===== config.mk =====
export PLATFORM = sky130hd
export DESIGN_NAME = bcd_serial_adder_flat
export DESIGN_NICKNAME = d
export VERILOG_FILES = /design/src/rtl/bcd_serial_adder_pkg.sv /design/src/rtl/bcd_serial_adder_if.sv /design/src/rtl/bcd_serial_adder_digit_add.sv /design/src/rtl/bcd_serial_adder.sv /design/src/flat_wrapper.sv
export SDC_FILE = /design/constraint.sdc
export NUM_CORES = 1
export LEC_CHECK = 0
export ABC_AREA = 1
export ABC_CLOCK_PERIOD_IN_PS = 4400
export CAP_MARGIN = 0
export CORE_ASPECT_RATIO = 1.75
export CORE_UTILIZATION = 30
export DETAILED_ROUTE_END_ITERATION = 8
export PLACE_DENSITY = 0.53
export SLEW_MARGIN = 20
export SYNTH_ARGS = -nofsm -noshare
export SYNTH_HDL_FRONTEND = slang
export SYNTH_SLANG_ARGS = --single-unit

===== constraint.sdc =====
create_clock -name clk_i -period 4.4 [get_ports clk_i]
set_clock_uncertainty 0.2 [all_clocks]
set_input_delay 1.1 -clock clk_i [delete_from_list [all_inputs] [get_ports clk_i]]
set_output_delay 1.1 -clock clk_i [all_outputs]
set_load 0.03 [all_outputs]

===== src/rtl/bcd_serial_adder_pkg.sv =====
// Shared definitions for the serial BCD adder/subtractor.
// Holds the FSM state encoding and the BCD digit constants used by the
// top-level sequencer and the one-digit adder.
package bcd_serial_adder_pkg;

  typedef enum logic [1:0] {
    ST_IDLE = 2'd0,
    ST_RUN  = 2'd1,
    ST_DONE = 2'd2
  } state_e;

  localparam logic [3:0] BCD_MAX = 4'd9;
  localparam logic [3:0] BCD_ADJ = 4'd6;

endpackage


===== src/rtl/bcd_serial_adder_if.sv =====
// Operand/result bundle of the serial BCD adder.
// master: request side (start, sub, x, y) driven, result side observed.
// slave:  adder side; samples the request, drives s/carry/busy/done/invalid.
interface bcd_serial_adder_if #(
  parameter int DIGITS = 4
);
  logic                  start;
  logic                  sub;
  logic [4*DIGITS-1:0]   x;
  logic [4*DIGITS-1:0]   y;
  logic [4*DIGITS-1:0]   s;
  logic                  carry;
  logic                  busy;
  logic                  done;
  logic                  invalid;

  modport master (
    output start, sub, x, y,
    input  s, carry, busy, done, invalid
  );

  modport slave (
    input  start, sub, x, y,
    output s, carry, busy, done, invalid
  );
endinterface


===== src/rtl/bcd_serial_adder_digit_add.sv =====
// One-digit BCD add/subtract step, purely combinational.
// Latency: 0 cycles. Backpressure: none (no state).
// Ports: a_i/b_i digits, cin_i carry in, sub_i selects a + (9-b) + cin;
//        s_o result digit, cout_o decimal carry, bad_o set when a or b > 9.
module bcd_digit_add
  import bcd_serial_adder_pkg::*;
(
  input  logic [3:0] a_i,
  input  logic [3:0] b_i,
  input  logic       cin_i,
  input  logic       sub_i,
  output logic [3:0] s_o,
  output logic       cout_o,
  output logic       bad_o
);

  logic [3:0] b_eff;
  logic [4:0] t;

  always_comb begin
    bad_o  = (a_i > BCD_MAX) || (b_i > BCD_MAX);
    // Nine's complement of b; together with carry-in = sub at the first
    // digit this forms the ten's complement of the whole operand.
    b_eff  = sub_i ? (BCD_MAX - b_i) : b_i;
    t      = {1'b0, a_i} + {1'b0, b_eff} + {4'd0, cin_i};
    if (t > {1'b0, BCD_MAX}) begin
      s_o    = t[3:0] + BCD_ADJ;
      cout_o = 1'b1;
    end else begin
      s_o    = t[3:0];
      cout_o = 1'b0;
    end
  end

endmodule


===== src/rtl/bcd_serial_adder.sv =====
// Multi-digit BCD adder/subtractor, one digit per clock, LSD first.
// Latency: START at edge n -> BUSY cycles n+1..n+DIGITS -> DONE pulse at n+DIGITS+1.
// Backpressure: START is ignored while BUSY; accepted in IDLE and in the DONE cycle.
// Ports: clk_i, rst_n_i (async active-low); bus (slave) carries start/sub/x/y in
//        and s/carry/busy/done/invalid out; s/carry/invalid hold between DONEs.
module bcd_serial_adder
  import bcd_serial_adder_pkg::*;
#(
  parameter int DIGITS = 4
) (
  input  logic                clk_i,
  input  logic                rst_n_i,
  bcd_serial_adder_if.slave   bus
);

  localparam int W     = 4 * DIGITS;
  localparam int IDX_W = (DIGITS > 1) ? $clog2(DIGITS) : 1;
  localparam logic [IDX_W-1:0] IDX_LAST = IDX_W'(DIGITS - 1);

  state_e           state_q, state_d;
  logic [W-1:0]     x_q, x_d;
  logic [W-1:0]     y_q, y_d;
  logic [W-1:0]     part_q, part_d;
  logic [W-1:0]     s_q, s_d;
  logic [IDX_W-1:0] idx_q, idx_d;
  logic             sub_q, sub_d;
  logic             c_q, c_d;
  logic             bad_q, bad_d;
  logic             carry_q, carry_d;
  logic             invalid_q, invalid_d;

  logic [3:0]       dig_s;
  logic             dig_cout;
  logic             dig_bad;
  logic [W-1:0]     dig_ext;

  // Operands are shifted right each RUN cycle, so the current digit is
  // always in bits [3:0].
  bcd_digit_add u_digit (
    .a_i    (x_q[3:0]),
    .b_i    (y_q[3:0]),
    .cin_i  (c_q),
    .sub_i  (sub_q),
    .s_o    (dig_s),
    .cout_o (dig_cout),
    .bad_o  (dig_bad)
  );

  // New digit enters at the top of the partial register; after DIGITS
  // shifts digit 0 has reached bits [3:0].
  assign dig_ext = W'(dig_s) << (4 * (DIGITS - 1));

  always_comb begin
    state_d   = state_q;
    x_d       = x_q;
    y_d       = y_q;
    part_d    = part_q;
    s_d       = s_q;
    idx_d     = idx_q;
    sub_d     = sub_q;
    c_d       = c_q;
    bad_d     = bad_q;
    carry_d   = carry_q;
    invalid_d = invalid_q;

    unique case (state_q)
      ST_IDLE, ST_DONE: begin
        if (bus.start) begin
          state_d = ST_RUN;
          x_d     = bus.x;
          y_d     = bus.y;
          sub_d   = bus.sub;
          c_d     = bus.sub;
          idx_d   = '0;
          bad_d   = 1'b0;
          part_d  = '0;
        end else begin
          state_d = ST_IDLE;
        end
      end
      ST_RUN: begin
        x_d    = x_q >> 4;
        y_d    = y_q >> 4;
        c_d    = dig_cout;
        bad_d  = bad_q | dig_bad;
        part_d = (part_q >> 4) | dig_ext;
        if (idx_q == IDX_LAST) begin
          state_d = ST_DONE;
          idx_d   = '0;
          if (bad_q | dig_bad) begin
            s_d       = '0;
            carry_d   = 1'b0;
            invalid_d = 1'b1;
          end else begin
            s_d       = (part_q >> 4) | dig_ext;
            carry_d   = dig_cout;
            invalid_d = 1'b0;
          end
        end else begin
          idx_d = idx_q + 1'b1;
        end
      end
      default: state_d = ST_IDLE;
    endcase
  end

  always_ff @(posedge clk_i or negedge rst_n_i) begin
    if (!rst_n_i) begin
      state_q   <= ST_IDLE;
      x_q       <= '0;
      y_q       <= '0;
      part_q    <= '0;
      s_q       <= '0;
      idx_q     <= '0;
      sub_q     <= 1'b0;
      c_q       <= 1'b0;
      bad_q     <= 1'b0;
      carry_q   <= 1'b0;
      invalid_q <= 1'b0;
    end else begin
      state_q   <= state_d;
      x_q       <= x_d;
      y_q       <= y_d;
      part_q    <= part_d;
      s_q       <= s_d;
      idx_q     <= idx_d;
      sub_q     <= sub_d;
      c_q       <= c_d;
      bad_q     <= bad_d;
      carry_q   <= carry_d;
      invalid_q <= invalid_d;
    end
  end

  assign bus.s       = s_q;
  assign bus.carry   = carry_q;
  assign bus.invalid = invalid_q;
  assign bus.busy    = (state_q == ST_RUN);
  assign bus.done    = (state_q == ST_DONE);

endmodule


===== src/flat_wrapper.sv =====
// flat-port wrapper written by rule: the top's interface ports become plain ports
module bcd_serial_adder_flat import bcd_serial_adder_pkg::*;
#(
  parameter int DIGITS = 4
)
  (clk_i, rst_n_i, bus_start, bus_sub, bus_x, bus_y, bus_s, bus_carry, bus_busy, bus_done, bus_invalid);
  bcd_serial_adder_if #(.DIGITS(DIGITS)) bus_i ();
  input  logic clk_i;
  input  logic rst_n_i;
  input wire logic [$bits(bus_i.start)-1:0] bus_start;
  input wire logic [$bits(bus_i.sub)-1:0] bus_sub;
  input wire logic [$bits(bus_i.x)-1:0] bus_x;
  input wire logic [$bits(bus_i.y)-1:0] bus_y;
  output wire logic [$bits(bus_i.s)-1:0] bus_s;
  output wire logic [$bits(bus_i.carry)-1:0] bus_carry;
  output wire logic [$bits(bus_i.busy)-1:0] bus_busy;
  output wire logic [$bits(bus_i.done)-1:0] bus_done;
  output wire logic [$bits(bus_i.invalid)-1:0] bus_invalid;
  assign bus_i.start = bus_start;
  assign bus_i.sub = bus_sub;
  assign bus_i.x = bus_x;
  assign bus_i.y = bus_y;
  assign bus_s = bus_i.s;
  assign bus_carry = bus_i.carry;
  assign bus_busy = bus_i.busy;
  assign bus_done = bus_i.done;
  assign bus_invalid = bus_i.invalid;
  bcd_serial_adder #(.DIGITS(DIGITS)) u_core (.clk_i(clk_i), .rst_n_i(rst_n_i), .bus(bus_i));
endmodule

* Word-level counts from Yosys, hierarchy flattened
Index checks and enable logic that the tools add are counted.
Word-level totals: bits in registers 73
Operators by class: equal/unequal tests 5, bitwise gates (word level) 2, add/subtract/negate cells 5, $lt $le $gt $ge 3, reduce and logical (&&, ||, !) cells 7, muxes and demuxes 22
Operators with widths (count):
- $pmux W16 S2 | 3
- $mux W16 | 4
- $or A12 B16 Y16 | 1
- $gt A4 B4 Y1 const B | 2
- $mux W4 | 2
- $pmux W2 S2 | 2
- $mux W1 | 6
- $mux W2 | 3
- $reduce_and A2 Y1 | 3
- $add A4 B4 Y5 | 1
- $add A5 B1 Y5 | 1
- $gt A5 B4 Y1 const B | 1
- $add A4 B3 Y4 const B | 1
- $eq A2 B2 Y1 const B | 2
- $pmux W1 S2 | 2
- $sub A4 B4 Y4 const A | 1
- $add A2 B1 Y2 const B | 1
- $eq A2 B1 Y1 const B | 1
- $logic_not A2 Y1 | 1
- $ne A2 B1 Y1 const B | 1
- $ne A2 B2 Y1 const B | 1
- $reduce_bool A2 Y1 | 1
- $reduce_or A2 Y1 | 1
- $logic_or A1 B1 Y1 | 1
- $or A1 B1 Y1 | 1

* Logic depth before layout (Yosys ltp)
Gate-level depths: netlist of run 1.
word-level depth 8, depth in mapped cells 16, depth with buffers taken out 16

* Cells and area by module
A second synthesis of run 1 with hierarchy kept.
Second synthesis, totals: cell total of the unflattened synthesis 445, area, all modules 3438.3 um2
By module, submodules not included:
- bcd_serial_adder | area each 3067.9 um2, cells an instance 382, times used 1
- bcd_digit_add | area each 370.4 um2, cells an instance 63, times used 1

* Worst setup path before layout of run 1
OpenSTA, ideal clock, no wires.
path kind register to register, from register u_core.sub_q, to register u_core.part_q[13], data required time 4135 ps, setup slack 1901 ps, cell stages (with the launch flop) 14, data arrival time 2234 ps, period minus slack after synthesis 2499 ps, library setup time 65 ps, cells stage by stage dfrtp_1 xnor2_1 fa_1 inv_1 fa_1 inv_1 ha_1 nand2_1 a21boi_0 nand2_1 nand2_1 nand2_1 nand3_1 nand2_1
Between the ends: word-level cells in the longest chain between the ends 7
Ends and longest elaborated chain:
- start: declaration | RTL line bcd_serial_adder.sv:26 | logic sub_q, sub_d;
- start signal: assignment | RTL line bcd_serial_adder.sv:127 | sub_q <= sub_d;
- $mux W4 (*) | RTL line bcd_serial_adder_digit_add.sv:24 | b_eff = sub_i ? (BCD_MAX - b_i) : b_i;
- $add A4 B4 Y5 (*) | RTL line bcd_serial_adder_digit_add.sv:25 | t = {1'b0, a_i} + {1'b0, b_eff} + {4'd0, cin_i};
- $add A5 B1 Y5 (*) | RTL line bcd_serial_adder_digit_add.sv:25
- $add A4 B3 Y4 / $gt A5 B4 Y1 (equally long branches) | RTL line bcd_serial_adder_digit_add.sv:27, bcd_serial_adder_digit_add.sv:26
- $mux W4 (*) | RTL line bcd_serial_adder_digit_add.sv:26 | if (t > {1'b0, BCD_MAX}) begin
- $or A12 B16 Y16 (*) | RTL line bcd_serial_adder.sv:86 | part_d = (part_q >> 4) | dig_ext;
- $pmux W16 S2 (*) | RTL line bcd_serial_adder.sv:66 | unique case (state_q)
- end signal: assignment | RTL line bcd_serial_adder.sv:124 | part_q <= part_d;
- end: declaration | RTL line bcd_serial_adder.sv:23 | logic [W-1:0] part_q, part_d;
Mark *: on every way between the ends. The rest lies on a longest branch, timed or not. A chain may end at the register's enable or synchronous reset.

* Final worst setup path of run 1
from register u_core.y_q[1], to register u_core.part_q[13]
Between the ends: word-level cells in the longest chain between the ends 8
Ends and longest elaborated chain:
- start: declaration | RTL line bcd_serial_adder.sv:22 | logic [W-1:0] y_q, y_d;
- start signal: assignment | RTL line bcd_serial_adder.sv:123 | y_q <= y_d;
- $sub A4 B4 Y4 | RTL line bcd_serial_adder_digit_add.sv:24
- $mux W4 (*) | RTL line bcd_serial_adder_digit_add.sv:24
- $add A4 B4 Y5 (*) | RTL line bcd_serial_adder_digit_add.sv:25
- $add A5 B1 Y5 (*) | RTL line bcd_serial_adder_digit_add.sv:25
- $add A4 B3 Y4 / $gt A5 B4 Y1 (equally long branches) | RTL line bcd_serial_adder_digit_add.sv:27, bcd_serial_adder_digit_add.sv:26
- $mux W4 (*) | RTL line bcd_serial_adder_digit_add.sv:26
- $or A12 B16 Y16 (*) | RTL line bcd_serial_adder.sv:86
- $pmux W16 S2 (*) | RTL line bcd_serial_adder.sv:66
Marked as above.

==> results.sh, run 1 <==
export IMPL_gr_total_overflow=0
export IMPL_drtIter0Drc=113
export IMPL_met2_length_mm=3.646
export IMPL_path_clk_slew_ps=50
export IMPL_routabilityCongestion=0.7753
export IMPL_final_common_cell="dfrtp_1"
export IMPL_antenna_cells=0
export IMPL_syn_nets=373
export IMPL_cts_resized=0
export IMPL_clock_latency_ps=330
export IMPL_wl_met3_um=272
export IMPL_path_cells="inv_1 -> ha_1 -> nand2_1 -> o21ai_0 -> ha_1 -> inv_1 -> nand2_1 -> nand2_1 -> ha_1 -> nand2_1 -> a21boi_0 -> nand2_1 -> nand2_1 -> nand2_1 -> nand3_1 -> nand2_1"
export IMPL_initial_core_util_pct=31.30
export IMPL_worst_pin_slew_ps=589.2
export IMPL_slowest_delay_ps=420
export IMPL_hp_start="u_core.bus.s[3]$_DFFE_PN0P_"
export IMPL_h_tree_depth=3
export IMPL_switching_share_pct=42.68
export IMPL_reg2regPathDepth=16
export IMPL_crit_type="flip-flop to flip-flop"
export IMPL_cts_setup_buffers=0
export IMPL_core_area_um2=9970
export IMPL_reg2reg_slack_ps=1460
export IMPL_final_cell_mix="69 x dfrtp_1, 61 x nand2_1, 54 x inv_1, 54 x clkdlybuf4s50_1, 25 x nor3_1"
export IMPL_port_buffers=55
export IMPL_syn_to_final_growth_pct=29.19
export IMPL_critPathTopFamily="adder cells"
export IMPL_finalSetupViolCount=0
export IMPL_wl_per_cell_um=13.70
export IMPL_cp_common_cell="nand2_1"
export IMPL_cts_root_buf="clkbuf_16"
export IMPL_fmax_mhz=340.0
export IMPL_hp_class="flip-flop to flip-flop"
export IMPL_cp_data_required_time_ps=4410
export IMPL_grt_max_degree=55
export IMPL_regArea_um2=1727
export IMPL_status="finished clean"
export IMPL_combPwrFrac_pct=51.3
export IMPL_ys_seq_area_share_pct=55.33
export IMPL_netlist_instances=329
export IMPL_end_kind="flip-flop"
export IMPL_place_area_um2=3765
export IMPL_vdd_ir_drop_max_mv=0.4171
export IMPL_power_density_nw_per_um2=850.4
export IMPL_leakagePower_nw=1.847
export IMPL_dp_hpwl_mm=4.964
export IMPL_io_pins=56
export IMPL_seqPwrFrac_pct=30.1
export IMPL_cp_arrival_ps=2950
export IMPL_switchingPower_mw=1.463
export IMPL_cts_buffers=9
export IMPL_syn_area_um2=3120
export IMPL_hold_depth=2
export IMPL_num_fill_cells=1026
export IMPL_routed_top_layer="met4"
export IMPL_final_antenna_net_count=0
export IMPL_drc=0
export IMPL_clkSinkCount=69
export IMPL_die_w_um=79.10
export IMPL_p_total_mw=3.428
export IMPL_viasPerCell=4.744
export IMPL_p_clk_share_pct=18.7
export IMPL_postCtsHoldBufs=0
export IMPL_rsz0062_at_grt="no"
export IMPL_wl_mm=7.001
export IMPL_fin_setup_tns_ps=0
export IMPL_cp_num_buf_inv=2
export IMPL_grt_usage_pct=14.83
export IMPL_met1_length_mm=2.912
export IMPL_clockBufferDepth=2
export IMPL_dr_pass1_iters=4
export IMPL_antenna_found_initial=0
export IMPL_min_to="u_core.bus.s[3]$_DFFE_PN0P_"
export IMPL_critPathSlowestCell="dfrtp_1"
export IMPL_p_int_mw=1.965
export IMPL_drv_cap=0
export IMPL_r2r_start="u_core.y_q[1]$_DFFE_PN0P_"
export IMPL_fin_nets=427
export IMPL_multi_input_area_um2=1092
export IMPL_final_hold_viol_count=0
export IMPL_critPathMaxFanout=5
export IMPL_rows=48
export IMPL_min_period_ps=2941
export IMPL_dieArea_um2=10830
export IMPL_stdcell_area_um2=4031
export IMPL_vias=2424
export IMPL_grt_pass1_wl_mm=12.03
export IMPL_cts_tree="yes"
export IMPL_ys_warn_count=0
export IMPL_die_height_um=136.9
export IMPL_r2r_end="u_core.part_q[13]$_DFFE_PN0P_"
export IMPL_grt_pass1_vias=2524
export IMPL_critPathLaunchType="flip-flop"
export IMPL_max_slew_margin_pct=60.72
export IMPL_synth_seq_cells=69
export IMPL_min_period_over_period_pct=66.84
export IMPL_layout_drive_gt1_share_pct=7.772
export IMPL_drv_slew=0
export IMPL_synth_cell_types=29
export IMPL_avgSynthCellArea_um2=9.485
worst register-to-register path: cells and delay by family (launching register included):
family | cells | cell delay (ps)
adders and majority gates | 3 | 910
buffers and inverters | 2 | 180
and+or+nand+nor | 9 | 800
DFF | 1 | 420
AOI/OAI and AO/OA | 2 | 320
power groups by stage:
| stage | Combinational, mW | Sequential, mW | Clock, mW |
|---|---|---|---|
| floorplan | 1.24 | 1.12 | 0 |
| global placement | 1.73 | 1.03 | 0 |
| detailed placement | 1.77 | 1.04 | 0 |
| CTS | 1.78 | 1.03 | 0.662 |
| global route | 1.99 | 1.06 | 0.689 |
| finish | 1.76 | 1.03 | 0.640 |
cells in the mapped netlist (all sizes together):
cell type / number / share of area (%)
o211ai: 1 / 0.24
fa: 2 / 1.3
nor3: 25 / 4.0
nand2: 64 / 7.9
o21a: 1 / 0.24
o21ai: 24 / 3.8
nand3: 16 / 2.6
clkinv: 1 / 0.12
dfrtp: 69 / 55
a221oi: 23 / 7.3
xnor2: 1 / 0.28
ha: 6 / 2.4
inv: 58 / 7.0
nor2: 6 / 1.5
buf: 13 / 2.3
a22o: 1 / 0.28
xor2: 1 / 0.28
o22ai: 10 / 2.0
a21oi: 4 / 0.64
clkbuf: 2 / 0.24
a21boi: 1 / 0.24
per-layer routing:
| layer | vias to the layer above | GRT usage, % |
|---|---|---|
| met3 | 16 | 3.600 |
| met4 | 0 | 7.374 |
| met1 | 1132 | 16.89 |
| li1 | 1210 | - |
| met2 | 66 | 25.53 |
| met5 | - | 0 |
worst max path at each step:
stage | from | to | slack [ps] | depth (start not counted)
3_3_place_gp | bus_start | u_core.x_q[1]$_DFFE_PN0P_ | 1470 | 5
2_1_floorplan | u_core.sub_q$_DFFE_PN0P_ | u_core.part_q[13]$_DFFE_PN0P_ | 1900 | 13
4_1_cts | u_core.y_q[1]$_DFFE_PN0P_ | u_core.part_q[13]$_DFFE_PN0P_ | 1420 | 16
5_1_grt | u_core.y_q[1]$_DFFE_PN0P_ | u_core.part_q[13]$_DFFE_PN0P_ | 1190 | 16
6_report | u_core.y_q[1]$_DFFE_PN0P_ | u_core.part_q[13]$_DFFE_PN0P_ | 1460 | 16
3_5_place_dp | bus_start | u_core.y_q[6]$_DFFE_PN0P_ | 1420 | 5
through the flow:
step / worst slack [ps] / std cells / util (%) / hold slack, ps
floorplan: 1901 / 329 / - / 249.1
global placement: 1474 / 497 / 37.76 / 265.4
detailed placement: 1425 / 497 / 37.76 / 267.8
CTS: 1420 / 511 / 40.44 / 282.3
global route: 1188 / 511 / 40.44 / 304.6
finish: 1459 / 511 / 40.44 / 276.6
cells by family after synthesis:
group / synth area share, %
AO/OA/AOI/OAI: 14.76
AND/OR/NAND/NOR: 16.00
XOR/XNOR: 0.5614
adder cells (fa/ha/maj): 3.689
flip-flops: 55.33
buffers and inverters: 9.663
sequential cells by signal, indices dropped and copies added (netlist names):
register	count
u_core.bus.s	16
u_core.state_q	2
u_core.bus.carry	1
u_core.c_q	1
u_core.x_q	16
u_core.bus.invalid	1
u_core.bad_q	1
u_core.y_q	16
u_core.part_q	12
u_core.idx_q	2
u_core.sub_q	1
area by class of cell:
class                   count  area share, %
clock buffers              12          6.363
clock inverters             2         0.2483
flip-flops and latches     69          42.83
multi-input cells         186          27.10
repair buffers             58          14.09
well taps                 125          3.880
inverters                  59          5.493
(Power assumes the default switching activity.)
==> inputs of run 2 (changes only) <==
--- a/config.mk
+++ b/config.mk
@@ -6,7 +6,7 @@
 export NUM_CORES = 1
 export LEC_CHECK = 0
 export ABC_AREA = 1
-export ABC_CLOCK_PERIOD_IN_PS = 4400
+export ABC_CLOCK_PERIOD_IN_PS = 2900
 export CAP_MARGIN = 0
 export CORE_ASPECT_RATIO = 1.75
 export CORE_UTILIZATION = 30
==> constraint.sdc (replaced) <==
create_clock -name clk_i -period 2.9 [get_ports clk_i]
set_clock_uncertainty 0.2 [all_clocks]
set_input_delay 0.725 -clock clk_i [delete_from_list [all_inputs] [get_ports clk_i]]
set_output_delay 0.725 -clock clk_i [all_outputs]
set_load 0.03 [all_outputs]
==> results.sh, run 2 (synthesized netlist as in run 1, its figures left out) <==
export IMPL_die_height_um=136.9
export IMPL_worst_pin_slew_ps=566.3
export IMPL_cts_root_buf="clkbuf_16"
export IMPL_fin_setup_tns_ps=0
export IMPL_grt_pass1_vias=2548
export IMPL_cp_num_buf_inv=2
export IMPL_reg2regPathDepth=13
export IMPL_grt_pass1_wl_mm=12.01
export IMPL_viasPerCell=4.769
export IMPL_die_w_um=79.10
export IMPL_path_clk_slew_ps=50
export IMPL_rsz0062_at_grt="no"
export IMPL_seqPwrFrac_pct=29.9
export IMPL_hp_class="input port to asynchronous set/reset pin"
export IMPL_antenna_cells=0
export IMPL_h_tree_depth=3
export IMPL_core_area_um2=9970
export IMPL_vias=2461
export IMPL_reg2reg_slack_ps=180
export IMPL_switching_share_pct=42.25
export IMPL_final_common_cell="dfrtp_1"
export IMPL_dr_pass1_iters=4
export IMPL_syn_to_final_growth_pct=30.47
export IMPL_slowest_delay_ps=460
export IMPL_cp_common_cell="nand2_1"
export IMPL_combPwrFrac_pct=51.3
export IMPL_power_density_nw_per_um2=1289
export IMPL_critPathLaunchType="flip-flop"
export IMPL_startpoint="u_core.sub_q$_DFFE_PN0P_"
export IMPL_finalSetupViolCount=0
export IMPL_grt_usage_pct=14.77
export IMPL_drv_slew=0
export IMPL_cts_tree="yes"
export IMPL_p_clk_share_pct=18.8
export IMPL_clockBufferDepth=2
export IMPL_critPathMaxFanout=5
export IMPL_path_cells="xnor2_2 -> fa_1 -> inv_1 -> fa_1 -> inv_1 -> ha_1 -> nand2_1 -> a21boi_1 -> nand2_1 -> nand2_2 -> nand2_1 -> nand3_1 -> nand2_1"
export IMPL_cts_buffers=9
export IMPL_drv_cap=0
export IMPL_initial_core_util_pct=31.30
export IMPL_r2r_end="u_core.part_q[13]$_DFFE_PN0P_"
export IMPL_routabilityCongestion=0.8070
export IMPL_num_fill_cells=1068
export IMPL_layout_drive_gt1_share_pct=8.951
export IMPL_drtIter0Drc=99
export IMPL_vdd_ir_drop_max_mv=0.4574
export IMPL_pre_cts_slack_ps=117.4
export IMPL_fin_nets=430
export IMPL_final_antenna_net_count=0
export IMPL_cp_depth=13
export IMPL_crit_type="flip-flop to flip-flop"
export IMPL_wl_per_cell_um=13.70
export IMPL_wl_mm=7.069
export IMPL_status="finished clean"
export IMPL_r2r_start="u_core.sub_q$_DFFE_PN0P_"
export IMPL_critPathTopFamily="adder cells"
export IMPL_gr_total_overflow=0
export IMPL_io_pins=56
export IMPL_endpoint="u_core.part_q[13]$_DFFE_PN0P_"
export IMPL_grt_max_degree=54
export IMPL_antenna_found_initial=0
export IMPL_min_period_ps=2722
export IMPL_critPathSlowestCell="fa_1"
export IMPL_cp_data_required_time_ps=2960
export IMPL_clock_latency_ps=320
export IMPL_min_period_over_period_pct=93.87
export IMPL_fmax_mhz=367.3
export IMPL_port_buffers=55
export IMPL_final_cell_mix="68 x dfrtp_1, 60 x nand2_1, 54 x inv_1, 54 x clkdlybuf4s50_1, 25 x nor3_1"
export IMPL_leakagePower_nw=1.866
export IMPL_end_kind="flip-flop"
export IMPL_fin_ws_ps=177.8
export IMPL_cp_arrival_ps=2780
export IMPL_holdWs_ps=233.3
export IMPL_dieArea_um2=10830
export IMPL_max_slew_margin_pct=62.24
export IMPL_p_int_mw=3.031
export IMPL_postCtsHoldBufs=0
export IMPL_dp_hpwl_mm=5.033
export IMPL_drc=0
export IMPL_rows=48
export IMPL_clkSinkCount=69
export IMPL_switchingPower_mw=2.217
export IMPL_final_hold_viol_count=0
==> run 2: repair_timing <==
item | CTS | global route
buffers inserted | 0 | 1
setup endpoints to repair | 0 | 7
resized for setup | 0 | 4
==> run 2: final cells by class <==
class	instances	area [um^2]	area share, %
Tap cell	125	156.4	3.841
Inverter	59	221.5	5.439
Clock inverter	1	5.005	0.1229
Sequential cell	69	1728	42.44
Timing Repair Buffer	61	590.6	14.51
Multi-Input combinational cell	186	1102	27.07
Clock buffer	15	267.8	6.577
==> run 2: per-layer routing <==
layer  vias up  part of all wire, %  global-route usage (%)
met5         -                    0                       0
met4         0                  3.1                   8.485
met3        18                  3.6                   3.200
met2        63                   53                   25.86
met1      1170                   40                   16.19
li1       1210                    -                       -
==> run 2: through the flow <==
step | util (%) | std cells | area, um^2 | power (mW)
floorplan | - | 329 | 3120 | 3.573
detailed placement | 37.91 | 499 | 3780 | 4.256
global placement | 37.91 | 499 | 3780 | 4.201
finish | 40.84 | 516 | 4071 | 5.248
CTS | 40.65 | 515 | 4053 | 5.280
global route | 40.84 | 516 | 4071 | 5.737
==> run 2: worst min-delay path by stage <==
stage / slack (ps) / endpoint / cells past startpoint
floorplan: 230 / u_core.bad_q$_DFFE_PN0P_ / 0
global placement: 270 / u_core.bus.s[6]$_DFFE_PN0P_ / 2
detailed placement: 270 / u_core.bus.carry$_DFFE_PN0P_ / 2
CTS: 240 / u_core.bus.s[6]$_DFFE_PN0P_ / 2
global route: 270 / u_core.part_q[6]$_DFFE_PN0P_ / 2
finish: 230 / u_core.part_q[6]$_DFFE_PN0P_ / 2
==> run 2: power by group through the flow <==
stage                     registers (mW)  logic (mW)  clock network [mW]
after floorplan                     1.69        1.88                   0
after global placement              1.57        2.63                   0
after detailed placement            1.58        2.67                   0
after CTS                           1.57        2.69                1.02
after global routing                1.61        3.07                1.05
final                               1.57        2.69               0.988
==> inputs of run 3 (changes only) <==
--- a/config.mk
+++ b/config.mk
@@ -8,7 +8,7 @@
 export ABC_AREA = 1
 export ABC_CLOCK_PERIOD_IN_PS = 2900
 export CAP_MARGIN = 0
-export CORE_ASPECT_RATIO = 1.75
+export CORE_ASPECT_RATIO = 0.75
 export CORE_UTILIZATION = 30
 export DETAILED_ROUTE_END_ITERATION = 8
 export PLACE_DENSITY = 0.53
==> results.sh, run 3 (synthesized netlist as in run 1, its figures left out) <==
export IMPL_status="finished clean"
export IMPL_end_kind="flip-flop"
export IMPL_cts_buffers=9
export IMPL_startpoint="u_core.sub_q$_DFFE_PN0P_"
export IMPL_core_area_um2=9891
export IMPL_min_period_over_period_pct=92.95
export IMPL_cts_tree="yes"
export IMPL_cp_common_cell="nand2_1"
export IMPL_clock_latency_ps=330
export IMPL_finalSetupViolCount=0
export IMPL_cp_data_required_time_ps=2970
export IMPL_grt_usage_pct=14.75
export IMPL_placedCellCount=505
export IMPL_grt_met2_usage_pct=20.47
export IMPL_path_clk_slew_ps=60
export IMPL_r2r_start="u_core.sub_q$_DFFE_PN0P_"
export IMPL_clockBufferDepth=2
export IMPL_power_density_nw_per_um2=1328
export IMPL_layout_drive_gt1_share_pct=9.744
export IMPL_grt_max_degree=70
export IMPL_fin_ws_ps=204.4
export IMPL_critPathMaxFanout=5
export IMPL_fin_nets=429
export IMPL_cts_root_buf="clkbuf_16"
export IMPL_viasPerCell=4.667
export IMPL_io_pins=56
export IMPL_dp_hpwl_mm=4.699
export IMPL_fin_cells=522
export IMPL_gr_total_overflow=0
export IMPL_drv_slew=0
export IMPL_die_height_um=90.33
export IMPL_leakagePower_nw=1.893
export IMPL_fin_setup_tns_ps=0
export IMPL_drtIter0Drc=109
export IMPL_initial_core_util_pct=31.55
export IMPL_use_met3_pct=4.293
export IMPL_clkSinkCount=69
export IMPL_vias=2436
export IMPL_slowest_delay_ps=460
export IMPL_cp_num_buf_inv=2
export IMPL_crit_type="flip-flop to flip-flop"
export IMPL_port_buffers=55
export IMPL_antenna_cells=0
export IMPL_max_slew_margin_pct=62.54
export IMPL_rsz0062_at_grt="no"
export IMPL_dieArea_um2=10820
export IMPL_final_common_cell="dfrtp_1"
export IMPL_dr_pass1_iters=4
export IMPL_fmax_mhz=371.0
export IMPL_routabilityCongestion=0.7267
export IMPL_drc=0
export IMPL_hp_class="input port to asynchronous set/reset pin"
export IMPL_critPathTopFamily="adder cells"
export IMPL_pre_cts_slack_ps=181.2
export IMPL_worst_pin_slew_ps=561.9
export IMPL_holdWs_ps=188.8
export IMPL_postCtsHoldBufs=0
export IMPL_final_hold_viol_count=0
export IMPL_wl_per_cell_um=13.70
export IMPL_num_fill_cells=962
export IMPL_final_antenna_net_count=0
export IMPL_final_cell_mix="68 x dfrtp_1, 60 x nand2_1, 54 x clkdlybuf4s50_1"
export IMPL_die_w_um=119.8
export IMPL_wl_mm=7.151
export IMPL_antenna_found_initial=0
export IMPL_cp_arrival_ps=2760
export IMPL_critPathSlowestCell="fa_1"
export IMPL_top_usage_layer="met1"
export IMPL_drv_cap=0
export IMPL_critPathLaunchType="flip-flop"
export IMPL_path_cells="xnor2_2 -> fa_1 -> inv_1 -> fa_1 -> inv_1 -> ha_1 -> nand2_1 -> a21boi_0 -> nand2_1 -> nand2_2 -> nand2_1 -> nand3_1 -> nand2_1"
export IMPL_min_period_ps=2696
export IMPL_rows=31
export IMPL_grt_pass1_wl_mm=12.49
export IMPL_vdd_ir_drop_max_mv=1.042
export IMPL_syn_to_final_growth_pct=33.08
export IMPL_grt_pass1_vias=2443
export IMPL_grt_met1_usage_pct=21.93
export IMPL_h_tree_depth=3
-- run 3: report_power, final --
| part | switching, mW | internal (mW) | leakage (nW) | total [mW] |
|---|---|---|---|---|
| clock network | 0.405 | 0.840 | 0.163 | 1.24 |
| logic | 1.69 | 1.02 | 0.867 | 2.70 |
| registers | 0.180 | 1.39 | 0.863 | 1.57 |
-- run 3: path summary, 6_finish.rpt --
check	to	cells past startpoint	slack (ps)
setup / recovery	u_core.part_q[14]$_DFFE_PN0P_	13	200
max in group asynchronous	u_core.sub_q$_DFFE_PN0P_	2	1960
setup reg to reg	u_core.part_q[14]$_DFFE_PN0P_	13	200
hold / removal	u_core.bus.s[7]$_DFFE_PN0P_	2	190
min in group clk_i	u_core.bus.s[2]$_DFFE_PN0P_	2	280
hold reg to reg	u_core.bus.s[2]$_DFFE_PN0P_	2	280
-- run 3: final cells by class --
class / count / area (um^2) / share of cell area (%)
clock buffers: 10 / 229.0 / 5.514
multi-input cells: 186 / 1102 / 26.54
well taps: 132 / 165.2 / 3.977
repair buffers: 60 / 595.6 / 14.34
clock inverters: 6 / 111.4 / 2.682
flip-flops and latches: 69 / 1728 / 41.61
inverters: 59 / 221.5 / 5.333
-- run 3: what timing repair did --
| item | 4_1_cts | 5_1_grt |
|---|---|---|
| gates resized for setup | 0 | 4 |
| endpoints found under the setup margin | 0 | 6 |
| buffers inserted | 0 | 1 |
-- run 3: per-stage QoR --
stage / cell area [um^2] / power (mW) / utilization, %
6_report: 4153 / 5.513 / 41.99
5_1_grt: 4153 / 6.010 / 41.99
4_1_cts: 4134 / 5.524 / 41.80
3_5_place_dp: 3794 / 4.253 / 38.36
3_3_place_gp: 3794 / 4.211 / 38.36
2_1_floorplan: 3120 / 3.573 / -
-- run 3: worst register-to-register path, stage by stage, from the launching register on --
cell      delay (ps)
dfrtp_2          440
xnor2_2          150
fa_1             350
inv_1            110
fa_1             460
inv_1            100
ha_1             190
nand2_1           50
a21boi_0         120
nand2_1          120
nand2_2          100
nand2_1          100
nand3_1           70
nand2_1           90
-- run 3: layer usage --
| layer | share of wire, % | wire length, um |
|---|---|---|
| met5 | 0 | 0 |
| met4 | 1.2 | 83 |
| met3 | 3.6 | 255 |
| met2 | 41 | 2956 |
| met1 | 54 | 3856 |
==> variant, RTL diff (flow settings as in run 2) <==
The 3 states of `state_e` get a one-hot encoding in 3 bits.
--- a/src/rtl/bcd_serial_adder_pkg.sv
+++ b/src/rtl/bcd_serial_adder_pkg.sv
@@ -3,10 +3,10 @@
 // top-level sequencer and the one-digit adder.
 package bcd_serial_adder_pkg;
 
-  typedef enum logic [1:0] {
-    ST_IDLE = 2'd0,
-    ST_RUN  = 2'd1,
-    ST_DONE = 2'd2
+  typedef enum logic [2:0] {
+    ST_IDLE = 3'b001,
+    ST_RUN  = 3'b010,
+    ST_DONE = 3'b100
   } state_e;
 
   localparam logic [3:0] BCD_MAX = 4'd9;
Check against the original RTL: no difference found for any inputs over 10 cycles, from zero or initial values and one cycle with rst_n_i low; not proved beyond that.
==> variant against run 2 <==
Synthesized area up 8.4%; die area rose by 8.2%; final area is 6.7% higher; non-clock buffer count grew 1; total power is 7.7% lower; setup slack better by 12 ps; critical path depth unchanged; sequential cell count up 1; wire length down 0.14%.
==> variant: results (changes against run 2) <==
[status]
status = completed

[final_layout]
drive_gt1_share_pct = 15.6  ; +6.7 points
nNonClkBuffers = 62  ; +1.6%
sh_seq_area_pct = 40.4  ; -2.0 points
comb.multi_input.count = 237  ; +27%
fill_cells = 1154  ; +8.1%
final_core_util_pct = 39.3  ; -1.5 points
num-nonclk-inverters = 56  ; -5.1%
final_nets = 480  ; +12%
multi_input_comb_area_mm2 = 0.00131  ; +19%
area_share_clock_buf_inv_pct = 6.74  ; +0.042 points

[power_and_ir_drop]
ir_drop_uv = 469  ; +2.5%
power.leakage_nw = 2.04  ; +9.5%

[drt]
route.met3.wl_um = 244  ; -3.2%
wl_mm = 7.06  ; -0.14%

[floorplan]
n_tap_cell = 132  ; +5.6%

[synth]
avgSynthCellArea_um2 = 8.92  ; -5.9%
synth_compound_area_share_pct = 16.8  ; +2.0 points
synth_fa_ha_area_share_pct = 3.40  ; -0.29 points
ys_seq_area_share_pct = 51.8  ; -3.5 points
syn-num-nets = 423  ; +13%

[place]
placed_cells = 555  ; +11%
placed_area_mm2 = 0.00402  ; +6.4%
pre_cts_slack_ps = 93.1  ; -24.2 ps

[global_routing]
grt_pass1_wl_mm = 12.2  ; +1.8%
grt_max_degree = 71  ; +31%
grt_use_met2_pct = 24.0  ; -1.9 points

[sta]
worstMarginPinSlew_ps = 894  ; +328 ps

[variant: worst max-delay path by stage]
| stage | cells past startpoint | startpoint | end | slack, ps |
|---|---|---|---|---|
| after floorplan | 12 | u_core.sub_q | u_core.c_q | 400 |
| after global placement | 12 | u_core.sub_q | u_core.c_q | 270 |
| after detailed placement | 14 | u_core.sub_q | u_core.part_q[13] | 90 |
| after CTS | 14 | u_core.sub_q | u_core.part_q[15] | 80 |
| after global routing | 14 | u_core.sub_q | u_core.part_q[15] | 9 |
| final | 13 | u_core.sub_q | u_core.part_q[15] | 190 |
[variant: critical path, cell delays in order (launching register included)]
cell and delay, ps:
dfrtp_2 440, xnor2_2 160, fa_1 350, inv_1 120
fa_1 450, inv_1 100, ha_2 190, nand2_1 60
a21boi_1 130, nand2_1 110, nand2_2 90, nand2_1 100
nand3_1 70, nand2_1 70
[variant: report_power, final]
group          switching (mW)  internal (mW)
clock                   0.394          0.683
combinational            1.43          0.879
sequential              0.146           1.31
total                    1.97           2.87
